$ cat src/rtl/btn_press_decoder.sv
// ---------------------------------------------------------------------------
// btn_press_decoder
//
// Classifies presses of a debounced, clk-synchronous button level as short,
// long or double-click. Each classified gesture produces exactly one
// registered single-cycle pulse.
//
// Parameters:
//   LONG_CNT   - high samples after the rise that make a press long (>= 2)
//   DOUBLE_GAP - low samples after a release inside which a new rise is a
//                double-click (>= 1); unused when BTN_DOUBLE_EN is undefined
//
// Ports:
//   clk          - system clock, all logic on posedge
//   reset        - asynchronous, active-high; clears all state
//   btn_stable   - debounced button level, 1 = pressed
//   short_press  - one-cycle pulse, short press classified
//   long_press   - one-cycle pulse, long press classified
//   double_click - one-cycle pulse, double-click classified
//   busy         - high whenever the classifier is not idle
//
// Build option:
//   BTN_DOUBLE_EN - when defined, builds the inter-press gap state and the
//                   double_click output. When undefined, a release in PRESS1
//                   is classified short immediately and double_click is 0.
// ---------------------------------------------------------------------------
module btn_press_decoder #(
    parameter int unsigned LONG_CNT   = 20,
    parameter int unsigned DOUBLE_GAP = 10
) (
    input  logic clk,
    input  logic reset,
    input  logic btn_stable,
    output logic short_press,
    output logic long_press,
    output logic double_click,
    output logic busy
);

    if (LONG_CNT < 2 || DOUBLE_GAP < 1) begin : g_bad_params
        $error("btn_press_decoder: LONG_CNT must be >= 2 and DOUBLE_GAP >= 1");
    end

`ifdef BTN_DOUBLE_EN
    localparam int unsigned CNT_MAX = (LONG_CNT > DOUBLE_GAP) ? LONG_CNT : DOUBLE_GAP;
`else
    localparam int unsigned CNT_MAX = LONG_CNT;
`endif
    localparam int unsigned CNT_W = $clog2(CNT_MAX + 1);

    // cnt is cleared on entry to each state, so the sample that makes the
    // count reach N is the one seen while cnt still holds N-1.
    localparam logic [CNT_W-1:0] LONG_LAST = CNT_W'(LONG_CNT - 1);

`ifdef BTN_DOUBLE_EN
    localparam logic [CNT_W-1:0] GAP_LAST = CNT_W'(DOUBLE_GAP - 1);

    typedef enum logic [1:0] {
        IDLE     = 2'd0,
        PRESS1   = 2'd1,
        WAIT_REL = 2'd2,
        GAP      = 2'd3
    } state_t;
`else
    typedef enum logic [1:0] {
        IDLE     = 2'd0,
        PRESS1   = 2'd1,
        WAIT_REL = 2'd2
    } state_t;
`endif

    state_t           state_q, state_d;
    logic [CNT_W-1:0] cnt_q, cnt_d;
    logic             btn_dly_q, btn_dly_d;
    logic             short_q, short_d;
    logic             long_q, long_d;
    logic             dbl_q, dbl_d;

    logic rise;
    logic fall;

    assign rise = btn_stable & ~btn_dly_q;
    assign fall = ~btn_stable & btn_dly_q;

    always_comb begin
        state_d   = state_q;
        cnt_d     = cnt_q;
        btn_dly_d = btn_stable;
        short_d   = 1'b0;
        long_d    = 1'b0;
        dbl_d     = 1'b0;

        case (state_q)
            IDLE: begin
                if (rise) begin
                    state_d = PRESS1;
                end
            end
            PRESS1: begin
                // A fall takes priority: the long condition needs a high sample.
                if (fall) begin
`ifdef BTN_DOUBLE_EN
                    state_d = GAP;
`else
                    short_d = 1'b1;
                    state_d = IDLE;
`endif
                end else if (cnt_q == LONG_LAST) begin
                    long_d  = 1'b1;
                    state_d = WAIT_REL;
                end
            end
`ifdef BTN_DOUBLE_EN
            GAP: begin
                // The level is low throughout GAP, so any high sample is a rise.
                if (rise) begin
                    dbl_d   = 1'b1;
                    state_d = WAIT_REL;
                end else if (cnt_q == GAP_LAST) begin
                    short_d = 1'b1;
                    state_d = IDLE;
                end
            end
`endif
            WAIT_REL: begin
                if (fall) begin
                    state_d = IDLE;
                end
            end
            default: begin
                state_d = IDLE;
            end
        endcase

        if (state_d != state_q) begin
            cnt_d = '0;
        end else if (state_q != IDLE && cnt_q != '1) begin
            cnt_d = cnt_q + CNT_W'(1);
        end
    end

    always_ff @(posedge clk or posedge reset) begin
        if (reset) begin
            state_q   <= IDLE;
            cnt_q     <= '0;
            btn_dly_q <= 1'b1;
            short_q   <= 1'b0;
            long_q    <= 1'b0;
            dbl_q     <= 1'b0;
        end else begin
            state_q   <= state_d;
            cnt_q     <= cnt_d;
            btn_dly_q <= btn_dly_d;
            short_q   <= short_d;
            long_q    <= long_d;
            dbl_q     <= dbl_d;
        end
    end

    assign short_press  = short_q;
    assign long_press   = long_q;
    assign double_click = dbl_q;
    assign busy         = (state_q != IDLE);

endmodule

$ cat config.mk
export PLATFORM = sky130hd
export DESIGN_NAME = btn_press_decoder
export DESIGN_NICKNAME = d
export VERILOG_FILES = /design/src/rtl/btn_press_decoder.sv
export SDC_FILE = /design/constraint.sdc
export NUM_CORES = 1
export LEC_CHECK = 0
export CAP_MARGIN = 20
export CORE_AREA = 5 5 42 44
export CTS_CLUSTER_DIAMETER = 40
export DETAILED_ROUTE_END_ITERATION = 8
export DIE_AREA = 0 0 47 49
export PLACE_DENSITY_LB_ADDON = 0.3
export SYNTH_ARGS = -nofsm -noshare
export SYNTH_HDL_FRONTEND = slang
export SYNTH_SLANG_ARGS = --single-unit
$ cat constraint.sdc
create_clock -name clk -period 2.9 [get_ports clk]
set_clock_uncertainty 0.1 [all_clocks]
set_input_delay 0.29 -clock clk [delete_from_list [all_inputs] [get_ports clk]]
set_output_delay 0.29 -clock clk [all_outputs]
set_load 0.03 [all_outputs]
### After elaboration in Yosys (flattened, before gate mapping)

Cells that the tools add are included.

* mux-type cells: 12
* reductions and logical operators: 4
* equal/unequal tests: 5
* bitwise gates (word level): 4
* add/subtract/negate cells: 1

Operator list (count)
* $mux W5: 2
* $mux W2: 4
* $pmux W2 S3: 1
* $add A5 B1 Y5 const B: 1
* $eq A5 B5 Y1 const B: 1
* $mux W1: 5
* $ne A5 B5 Y1 const B: 1
* $reduce_bool A2 Y1: 2
* $and A1 B1 Y1: 2
* $eq A2 B1 Y1 const B: 1
* $eq A2 B2 Y1 const B: 1
* $logic_not A2 Y1: 1
* $ne A2 B2 Y1: 1
* $not A1 Y1: 2
* $logic_and A1 B1 Y1: 1

* input port bits: 3
* output and inout port bits: 4
* logic and storage cells: 31
* register bits after elaboration: 10

### Depth between registers and ports, before layout

* word-level depth: 6
* mapped depth: 6
* depth with buffers taken out: 6

### Least setup slack after synthesis

Ideal clock, no wire load.

* kind: register -> register
* start: register cnt_q[0]
* end: register cnt_q[3]
* path buffers: 0
* data arrival time: 1824 ps
* required time: 2689 ps
* setup slack: 865 ps
* library setup time: 111 ps
* period minus slack after synthesis: 2035 ps
* stages on the path, launching flop included: 7
* path through: dfrtp_1 -> ha_1 -> and3_1 -> ha_1 -> o21bai_4 -> or3_1 -> a2111oi_2

* word-level cells in the longest chain between the ends: 6
* elaborated cells on any way between the ends: 11
* classes of those cells: 1 x add/sub; 3 x eq/ne; 5 x mux; 2 x reduce/logical

Ends and longest elaborated chain
* start, declared: line 73 `logic [CNT_W-1:0] cnt_q, cnt_d;`
* start signal, assigned: line 152 `cnt_q <= cnt_d;`
* $eq A5 B5 Y1: line 108 `end else if (cnt_q == LONG_LAST) begin`
* $mux W2: line 108
* $mux W2: line 101 `if (fall) begin`
* $pmux W2 S3: line 93 `case (state_q)`
* $ne A2 B2 Y1: line 135 `if (state_d != state_q) begin`
* $mux W5 / $reduce_bool A2 Y1 (equally long branches)

Several ways; a longest one is shown, not always the timed one. The select of a mux whose other input is x is not followed.
A chain may end at the register's enable or synchronous reset.

### Worst setup path in the final report

Same ends and word-level chain as after synthesis.

==> flow_summary.ini <==
[worst_setup_path]
rr_endpoint = cnt_q[3]
path_delay_family = compound AO/OA/AOI/OAI gates
crit_arrival_ns = 2.24
crit_top_cell = ha_1
crit_fanout = 7
rr_worst_depth = 6
crit_cells = 6
crit_buf_inv = 0
crit_slowest_cell = dfrtp_1
cpPeakStageDelay_ns = 0.41
r2r_setup_slack_ns = 0.70
path_cells = ha_1, and3_1, ha_1, o21bai_4, or3_1, a2111oi_2
crit_type = register to register
crit_required_ns = 2.95
start_kind = register
cp-startpoint = cnt_q[0]
r2r_start = cnt_q[0]
cp-end-kind = register

[cts]
cts_tree = built
clk_pin_slew_ns = 0.06
cts_max_path_buffers = 2
cts.sinks = 10
cts-buffers-inserted = 3
insertion_delay_ns = 0.26
htree_levels = 1
ctsResizeCount = 0
root_buffer = clkbuf_4
postCtsSetupRepairBufs = 0
holdBufCountCts = 0

[floorplanning]
rows = 14
core_um2 = 1401
pin_count = 7
start_util_pct = 38.66
chipHeight_um = 49
die_w_um = 47
dieArea_um2 = 2303

[cells_and_area]
n_antenna_cell = 0
mostFrequentLayoutCell = dfrtp_1
syn_to_final_growth_pct = 15.01
final_cell_mix = dfrtp_1, clkdlybuf4s50_1, nor4_1, o21ai_0, clkbuf_4
seq_area_um2 = 251.5
multi_input_area_um2 = 267.8
nets = 61
nFillCells = 131
drive_gt1_share_pct = 16.36

[synthesis]
synth_area_um2 = 541.8
seq_area_frac_synth_pct = 46.42
ys_warn_count = 0
netlist_instances = 48
ys_types = 28
synth_top_cell_by_area = dfrtp_1
ys_seq_elements = 10
synthTopCellsByArea = dfrtp_1, a2111oi_2, dfstp_2, ha_1, mux2i_1
synth_nets = 53
syn_avg_cell_area_um2 = 11.29
synth_top_area_share_pct = 41.57

[routing]
route.detailed.drc = 0
drt-initial-drc-count = 4
final_antenna_net_count = 0
dr.pass1.iters = 4
wirelength_um = 953
via_per_inst = 5.169
wl_per_cell_um = 13.42
vias = 367

[placement]
dp_hpwl_um = 736.6
dp_slack_ns = 0.7424
gp_congestion = 0.7468
port_buffers = 5

[outcome]
outcome = finished, final reports clean

[sta]
fin_crit_sh_pct = 75.76
hold_violations = 0
finalMaxSlewViolations = 0
tns_ns = 0
setup_ws_ns = 0.7029
min_period_ns = 2.197
finalSetupViolCount = 0
fmax_mhz = 455.2
rsz0062_at_grt = false

[power_and_ir_drop]
leakagePower_nw = 0.2710
ir_drop_mv = 0.3748
power.density_nw_per_um2 = 659.9

[global_route]
grt_pass1_wl_um = 1587
grt_pass1_vias = 346
antenna_found_initial = 0
grt_overflow = 0
grt_max_degree = 11
globalRouteTotalUtil_pct = 10.14

[flow_run]
cap_viol_max_count = 0

[min_path]
min_path_type = input port to asynchronous set/reset pin
[logic make-up after synthesis]
group                      count (synthesis)  synth area share [%]
AOI/OAI and AO/OA                          9                 15.71
xor gates and xnor gates                   1                 1.617
adders and majority gates                  2                 4.618
buffers and inverters                      4                 4.157
DFF                                       10                 46.42
muxes                                      2                 3.695
other                                      1                0.6922
and+or+nand+nor                           19                 23.10
[metrics by stage]
stage / power [W] / std cells / cell area [um^2] / utilization [%] / hold WS (ns)
2_1_floorplan: 0.0002885 / 48 / 541.8 / - / 0.02946
3_3_place_gp: 0.0003112 / 67 / 596.8 / 42.59 / 0.4641
3_5_place_dp: 0.0003150 / 67 / 596.8 / 42.59 / 0.4619
4_1_cts: 0.0004171 / 71 / 623.1 / 44.46 / 0.2085
5_1_grt: 0.0004426 / 71 / 623.1 / 44.46 / 0.2316
6_report: 0.0004112 / 71 / 623.1 / 44.46 / 0.2033
[state kept, by name (all words and copies together), names as in the netlist]
signal,count
cnt_q,5
long_press,1
btn_dly_q,1
short_press,1
state_q,2
[where the power goes]
| part | switching, W | internal, W |
|---|---|---|
| combinational | 0.0000611 | 0.0000577 |
| sequential | 0.0000281 | 0.000165 |
| clock | 0.0000458 | 0.0000532 |
| total | 0.000135 | 0.000276 |
[layer usage]
layer / vias up / share of wire [%] / global-route usage (%)
met4: 0 / 1.3 / 4.608
met5: - / 0 / 0
li1: 187 / - / -
met1: 170 / 41 / 10.34
met3: 2 / 6.3 / 6.642
met2: 8 / 51 / 15.61
[synthesized netlist by cell type]
cell       instances
a2111oi_2          2
a21boi_1           1
a31oi_1            1
and2_1             1
and3_1             1
buf_4              2
conb_1             1
dfrtp_1            9
dfstp_2            1
ha_1               2
inv_1              2
mux2i_1            2
nand2b_1           2
nand3_1            1
nand4bb_1          1
nor2_1             2
nor2b_1            1
nor3_1             1
nor3b_1            1
nor3b_2            1
nor4_1             3
o21a_1             1
o21ai_0            3
o21bai_4           1
or2_2              1
or2b_1             1
or3_1              2
xor2_1             1
[layout make-up]
type | instances | area share (%)
multi-input cells | 34 | 42.97
flip-flops and latches | 10 | 40.36
inverters | 2 | 1.205
repair buffers | 5 | 8.032
clock buffers | 4 | 4.217
well taps | 16 | 3.213
[worst max-delay path by stage]
stage               endpoint  slack [ns]
floorplan           cnt_q[3]        0.86
global placement    cnt_q[3]        0.81
detailed placement  cnt_q[3]        0.74
CTS                 cnt_q[3]        0.73
global route        cnt_q[3]        0.63
finish              cnt_q[3]        0.70
No activity file was read; power rests on OpenSTA's default activity.
